[src/rtl/hazard_ctrl.sv]
// hazard_ctrl: pipeline hazard controller for the five-stage CPU.
// Drives PC / IF/ID enables, IF/ID squash and the ID/EX bubble mux.
//
// Ports:
//   clk, rst            clock, synchronous active-high reset
//   id_rn/id_rm(_used)  source registers of the ID instruction
//   ex_memread, ex_rd   load flag and destination of the EX instruction
//   br_taken            branch resolved taken this cycle
//   mem_busy            data memory stall; freezes the front end
//   pc_en, ifid_en      PC and IF/ID write enables
//   ifid_flush          IF/ID loads a NOP
//   idex_bubble         ID/EX control fields forced to zero
//   stall_cnt, flush_cnt, freeze_cnt  saturating performance counters
//
// Optional feature: define HAZARD_PERF_CNT_EN to build the counters;
// otherwise the three counter ports are tied to zero.
module hazard_ctrl #(
    parameter int FLUSH_CYCLES = 1,
    parameter int CNT_W        = 32
) (
    input  logic             clk,
    input  logic             rst,
    input  logic [4:0]       id_rn,
    input  logic [4:0]       id_rm,
    input  logic             id_rn_used,
    input  logic             id_rm_used,
    input  logic             ex_memread,
    input  logic [4:0]       ex_rd,
    input  logic             br_taken,
    input  logic             mem_busy,
    output logic             pc_en,
    output logic             ifid_en,
    output logic             ifid_flush,
    output logic             idex_bubble,
    output logic [CNT_W-1:0] stall_cnt,
    output logic [CNT_W-1:0] flush_cnt,
    output logic [CNT_W-1:0] freeze_cnt
);

    typedef enum logic [1:0] {
        RUN    = 2'd0,
        FLUSH  = 2'd1,
        FREEZE = 2'd2
    } state_t;

    localparam logic [1:0] FCNT_INIT = 2'(FLUSH_CYCLES - 1);

    state_t     state_q, state_d;
    state_t     ret_q, ret_d;
    state_t     eff_state;
    logic [1:0] fcnt_q, fcnt_d;
    logic       lu;
    logic       lu_stall;

    // XZR reads as zero, so a load targeting it never creates a hazard.
    assign lu = ex_memread && (ex_rd != 5'd31) &&
                ((id_rn_used && (id_rn == ex_rd)) ||
                 (id_rm_used && (id_rm == ex_rd)));

    // Leaving FREEZE resumes whatever state was interrupted.
    assign eff_state = (state_q == FREEZE) ? ret_q : state_q;

    always_comb begin
        pc_en       = 1'b1;
        ifid_en     = 1'b1;
        ifid_flush  = 1'b0;
        idex_bubble = 1'b0;
        lu_stall    = 1'b0;
        state_d     = state_q;
        fcnt_d      = fcnt_q;
        ret_d       = ret_q;
        if (rst) begin
            pc_en       = 1'b0;
            ifid_en     = 1'b0;
            idex_bubble = 1'b1;
        end else if (mem_busy) begin
            pc_en   = 1'b0;
            ifid_en = 1'b0;
            state_d = FREEZE;
            if (state_q != FREEZE) begin
                ret_d = state_q;
            end
        end else if (br_taken) begin
            ifid_flush  = 1'b1;
            idex_bubble = 1'b1;
            if (FLUSH_CYCLES > 1) begin
                state_d = FLUSH;
                fcnt_d  = FCNT_INIT;
            end else begin
                state_d = RUN;
                fcnt_d  = 2'd0;
            end
        end else if (eff_state == FLUSH) begin
            ifid_flush  = 1'b1;
            idex_bubble = 1'b1;
            // Saturating decrement keeps fcnt from ever wrapping.
            if (fcnt_q <= 2'd1) begin
                state_d = RUN;
                fcnt_d  = 2'd0;
            end else begin
                state_d = FLUSH;
                fcnt_d  = fcnt_q - 2'd1;
            end
        end else if (lu) begin
            pc_en       = 1'b0;
            ifid_en     = 1'b0;
            idex_bubble = 1'b1;
            lu_stall    = 1'b1;
            state_d     = RUN;
            fcnt_d      = 2'd0;
        end else begin
            state_d = RUN;
            fcnt_d  = 2'd0;
        end
    end

    always_ff @(posedge clk) begin
        if (rst) begin
            state_q <= RUN;
            ret_q   <= RUN;
            fcnt_q  <= 2'd0;
        end else begin
            state_q <= state_d;
            ret_q   <= ret_d;
            fcnt_q  <= fcnt_d;
        end
    end

`ifdef HAZARD_PERF_CNT_EN
    logic [CNT_W-1:0] stall_q, flush_q, freeze_q;

    always_ff @(posedge clk) begin
        if (rst) begin
            stall_q  <= '0;
            flush_q  <= '0;
            freeze_q <= '0;
        end else begin
            if (lu_stall && !(&stall_q)) begin
                stall_q <= stall_q + 1'b1;
            end
            if (ifid_flush && !(&flush_q)) begin
                flush_q <= flush_q + 1'b1;
            end
            if (mem_busy && !(&freeze_q)) begin
                freeze_q <= freeze_q + 1'b1;
            end
        end
    end

    assign stall_cnt  = stall_q;
    assign flush_cnt  = flush_q;
    assign freeze_cnt = freeze_q;
`else
    logic unused_perf;
    assign unused_perf = lu_stall;
    assign stall_cnt   = '0;
    assign flush_cnt   = '0;
    assign freeze_cnt  = '0;
`endif

endmodule

[config.mk]
export PLATFORM = sky130hd
export DESIGN_NAME = hazard_ctrl
export DESIGN_NICKNAME = d
export VERILOG_FILES = /design/src/rtl/hazard_ctrl.sv
export SDC_FILE = /design/constraint.sdc
export NUM_CORES = 1
export LEC_CHECK = 0
export ABC_AREA = 1
export CAP_MARGIN = 5
export CELL_PAD_IN_SITES_DETAIL_PLACEMENT = 1
export CELL_PAD_IN_SITES_GLOBAL_PLACEMENT = 2
export CORE_MARGIN = 4
export CORE_UTILIZATION = 13
export DETAILED_ROUTE_END_ITERATION = 12
export PLACE_DENSITY_LB_ADDON = 0.25
export REMOVE_ABC_BUFFERS = 1
export SLEW_MARGIN = 20
export SYNTH_ARGS = -nofsm -noshare
export SYNTH_HDL_FRONTEND = slang
export SYNTH_SLANG_ARGS = --single-unit
[constraint.sdc]
create_clock -name clk -period 1.7 [get_ports clk]
set_input_delay 0.51 -clock clk [delete_from_list [all_inputs] [get_ports clk]]
set_output_delay 0.51 -clock clk [all_outputs]
set_load 0.1 [all_outputs]
# ---- Word-level counts from Yosys, hierarchy flattened
# Cells that the tools add are included.
dict set report classes {
  mux 22
  n_eq_ne 6
  add_sub_neg 1
  reduce_logical 7
  n_lt_le_gt_ge 1
  n_bitwise 1
}
# operator count
set op_table {}
lappend op_table {{2-to-1 mux 1 bit} 15}
lappend op_table {{2-to-1 mux 2 bit} 7}
lappend op_table {{equality test 5 bit} 2}
lappend op_table {{!= test 5 bit, second input constant} 1}
lappend op_table {{logical AND 1 bit} 4}
lappend op_table {{OR reduction 4 bit} 1}
lappend op_table {{equality test 2 x 1 -> 1 bit, second input constant} 1}
lappend op_table {{equality test 2 bit, second input constant} 1}
lappend op_table {{less-or-equal comparator 2 x 1 -> 1 bit, second input constant} 1}
lappend op_table {{!= test 2 bit, second input constant} 1}
lappend op_table {{AND reduction 2 bit} 1}
lappend op_table {{subtractor 2 x 1 -> 2 bit, second input constant} 1}
lappend op_table {{logical OR 1 bit} 1}
lappend op_table {{NOT 1 bit} 1}
dict set report totals {
  out_inout_bits 100
  regBits 6
  elab_cells 42
  inputBits 22
}

# ---- Longest topological paths before layout
dict set report depth {
  ltp_word 9
  depth_mapped 10
  depth_no_buf 9
}

# ---- Worst setup path before layout
# No wires, ideal clock.
dict set report synth_path {
  kind {input to output}
  start {input ex_rd[4]}
  end {output pc_en}
  t_required_ns 1.190
  setup_slack_ns -0.818
  path_buffers 1
  stages 10
  arrival_time_ns 2.008
  path_cell_list {inv_2 nand2_1 nand2_1 nor2_1 nand3_1 nand2_1 nand2_1 nand2_1 nand2_1 buf_4}
}
dict set report synth_between {
  elab_chain_len 9
  word_cells_on_any_way 13
  cone_classes {eq/ne (3); mux (5); reduce/logical (5)}
}
# item line
set synth_lines {}
lappend synth_lines {{start, declared} 28} ;# input logic [4:0] ex_rd,
lappend synth_lines {{equality test 5 bit, on equally long branches} {57, 58}}
lappend synth_lines {{logical AND 1 bit, on equally long branches} {57, 58}}
lappend synth_lines {{logical OR 1 bit} 57} ;# ((id_rn_used && (id_rn == ex_rd)) ||
lappend synth_lines {{logical AND 1 bit *} 56} ;# assign lu = ex_memread && (ex_rd != 5'd31) &&
lappend synth_lines {{2-to-1 mux 1 bit * (5 in series)} n/a}
lappend synth_lines {{end, declared} 31} ;# output logic pc_en,
# Every way passes the cells marked *; elsewhere a longest branch is shown, timed or not.

# ---- Worst setup path in the final report
dict set report layout_path {
  start {input ex_rd[1]}
  end {output idex_bubble}
}
dict set report layout_between {
  elab_chain_len 9
  word_cells_on_any_way 13
  cone_classes {eq/ne (3); mux (5); reduce/logical (5)}
}
# item line
set layout_lines {}
lappend layout_lines {{equality test 5 bit, on equally long branches} {57, 58}}
lappend layout_lines {{logical AND 1 bit, on equally long branches} {57, 58}}
lappend layout_lines {{logical OR 1 bit} 57}
lappend layout_lines {{logical AND 1 bit *} 56}
lappend layout_lines {{2-to-1 mux 1 bit *} 104} ;# end else if (lu) begin
lappend layout_lines {{2-to-1 mux 1 bit *} 93} ;# end else if (eff_state == FLUSH) begin
lappend layout_lines {{2-to-1 mux 1 bit *} 83} ;# end else if (br_taken) begin
lappend layout_lines {{2-to-1 mux 1 bit *} 76} ;# end else if (mem_busy) begin
lappend layout_lines {{2-to-1 mux 1 bit *} 72} ;# if (rst) begin
lappend layout_lines {{end, declared} 34} ;# output logic idex_bubble,
# Marked as above.

==> flow_summary.yaml <==
status:
  status: "finished with violations"
  failed_checks: "setup timing"
placement:
  gp_congestion: 0.681
  numPlacedInstances: 331
  dp_hpwl_um: 2300
  dp_slack_ns: -0.857
  dpl-instance-area_um2: 1330
  portBuffers: 25
route:
  wire_per_inst_um: 7.44
  final_antenna_net_count: 0
  wirelength_um: 2490
  drtIter0Drc: 12
  drcViolationCount: 0
  avgViaCountPerCell: 2.63
  vias: 880
  drtPass1Iterations: 2
synthesis:
  synth_cell_types: 18
  synth_top_area_share_pct: 59.6
  synth-edff-count: 0
  yosysSeqAreaShare_pct: 9.83
  syn_area_um2: 1220
  synth.top_cells.by_area: "buf_4 60%, nand2_1 11%, dfxtp_1 9.8%, inv_1 5.5%, nor2_1 3.7%"
  yosysWarnings: 0
  synth_flop_cell: "dfxtp_1"
  async_flop_share_pct: 0
  synthCells: 191
  synth_area_per_cell_um2: 6.40
  ys_ff_latch: 6
  yosysTopAreaCell: "buf_4"
timing:
  fin_crit_ns: 1.94
  skew_ns: 0.00176
  postLayoutSetupSlackWorst_ns: -0.244
  setup-violations-final: 4
  min_period_over_period_pct: 114
  hold_violations: 0
  fmax_mhz: 514
  drv_slew: 0
  rsz0062_at_grt: "true"
setup_path:
  worst-path-max-fanout: 4
  criticalPathCategory: "in2out"
  worst_setup_path_end_kind: "output pin"
  rr_startpoint: "state_q[1]"
  required_ns: 1.19
  crit_path_start: "ex_rd[1]"
  cp-start-kind: "input pin"
  arrival_ns: 1.43
floorplanning:
  start_util_pct: 13.3
  die_h_um: 105
  core_region_area_um2: 9200
  io_pins: 122
  die_area_um2: 11000
  die_x_um: 105
  rows: 35
clocking:
  cts-root-buf: "clkbuf_8"
  htreeDepth: 1
  cts_max_path_buffers: 2
  cts_tree: "done"
  clkLatencyLatePin_ns: 0.22
  path_clk_slew_ns: 0.04
  cts_inserted_buffers: 3
  cts_sinks: 6
  holdBufCountCts: 0
global_route:
  grt_pass1_wl_um: 3550
  grt_overflow_total: 0
  grt_max_degree: 6
  antenna_found_initial: 0
  grt_pass1_vias: 769
  grt.total_usage_pct: 3.96
worst_hold_path:
  worstHoldStart: "fcnt_q[1]"
  worst_hold_path_type: "reg2reg"
layout:
  nets: 248
  drive_gt1_share_pct: 28.1
  area_growth_pct: 17.8
  diodes: 0
  final_cells: 335
  final_area_um2: 1440
power:
  worst_ir_drop_vdd_uv: 259
  p_leak_nw: 0.836
  power.density_nw_per_um2: 1050
run:
  cap_violations: 0
-- stage by stage --
step	TNS [ns]	util (%)	hold slack [ns]	total power, mW
floorplan	-2.79	-	0.446	1.16
global placement	-2.92	14.4	0.463	1.28
detailed placement	-2.90	14.4	0.470	1.28
CTS	-1.01	15.0	0.476	1.51
global route	-1.24	15.7	0.515	1.56
finish	-0.842	15.7	0.468	1.52
-- synthesized netlist by cell type (2+ instances only) --
master    n
dfxtp_1   6
nand2_1  36
a21oi_1   2
nor2_1   12
o21ai_1   2
nand3_1   3
buf_4    97
o21ai_0   2
inv_1    18
inv_2     5
-- cell type report --
cell class	instances	area [µm²]
clock buffer	3	41.3
fill	1166	7760
inverter	23	96.3
multi-input combinational	160	707
sequential	6	123
tap	111	139
timing repair buffer	32	334
-- critical path, stage by stage --
cell	delay [ns]
buf_6	0.09
inv_2	0.03
nand2_1	0.06
nand2_1	0.05
nor2_1	0.09
nand3_1	0.09
nand2_1	0.08
nand2_2	0.09
a21oi_4	0.15
buf_12	0.19
-- registers in the layout, summed over array words and instances (netlist names) --
name and flops:
state_q 2, fcnt_q 2, ret_q 2
-- cells by family after synthesis --
logic type	share of synthesized area, %
simple gates	18.8
flops	9.83
other cells	0.307
compound gates	4.40
buf+inv	66.6
-- layout by cell type, fill, tap and decap left out, drive strengths merged --
master	synthesis	layout
o21a	1	1
conb	1	96
buf	97	26
inv	23	23
nor2	13	13
nand2	36	36
dfxtp	6	6
nand3	4	4
a21oi	3	3
o21ai	4	4
dlygate4sd2	0	5
clkbuf	0	4
nand4	2	2
o211ai	1	1
-- where the power goes --
part           internal (mW)  switching [mW]  total [mW]
clock network          0.153          0.0657       0.218
logic                  0.103            1.05        1.15
registers              0.146         0.00166       0.148
-- path summary, 6_finish.rpt --
kind,endpoint,slack (ns),cells after the start
worst max-delay path,idex_bubble,-0.24,10
worst min-delay path,fcnt_q[1],0.47,2
worst max register to register,fcnt_q[0],0.73,6
worst min register to register,fcnt_q[1],0.47,2
-- what timing repair did --
item,4_1_cts,5_1_grt
pin swaps,26,18
cloned,0,0
gates resized for setup,95,23
hold endpoints to repair,0,0
setup buffers,1,0
setup endpoints to repair,4,4
-- per-layer routing --
metal / track usage [%] / share of wire, %
met5: 0 / 0
met4: 1.41 / 1.2
met3: 1.11 / 11
met2: 7.01 / 50
met1: 4.53 / 37
Power figures use the tool's default switching activity.
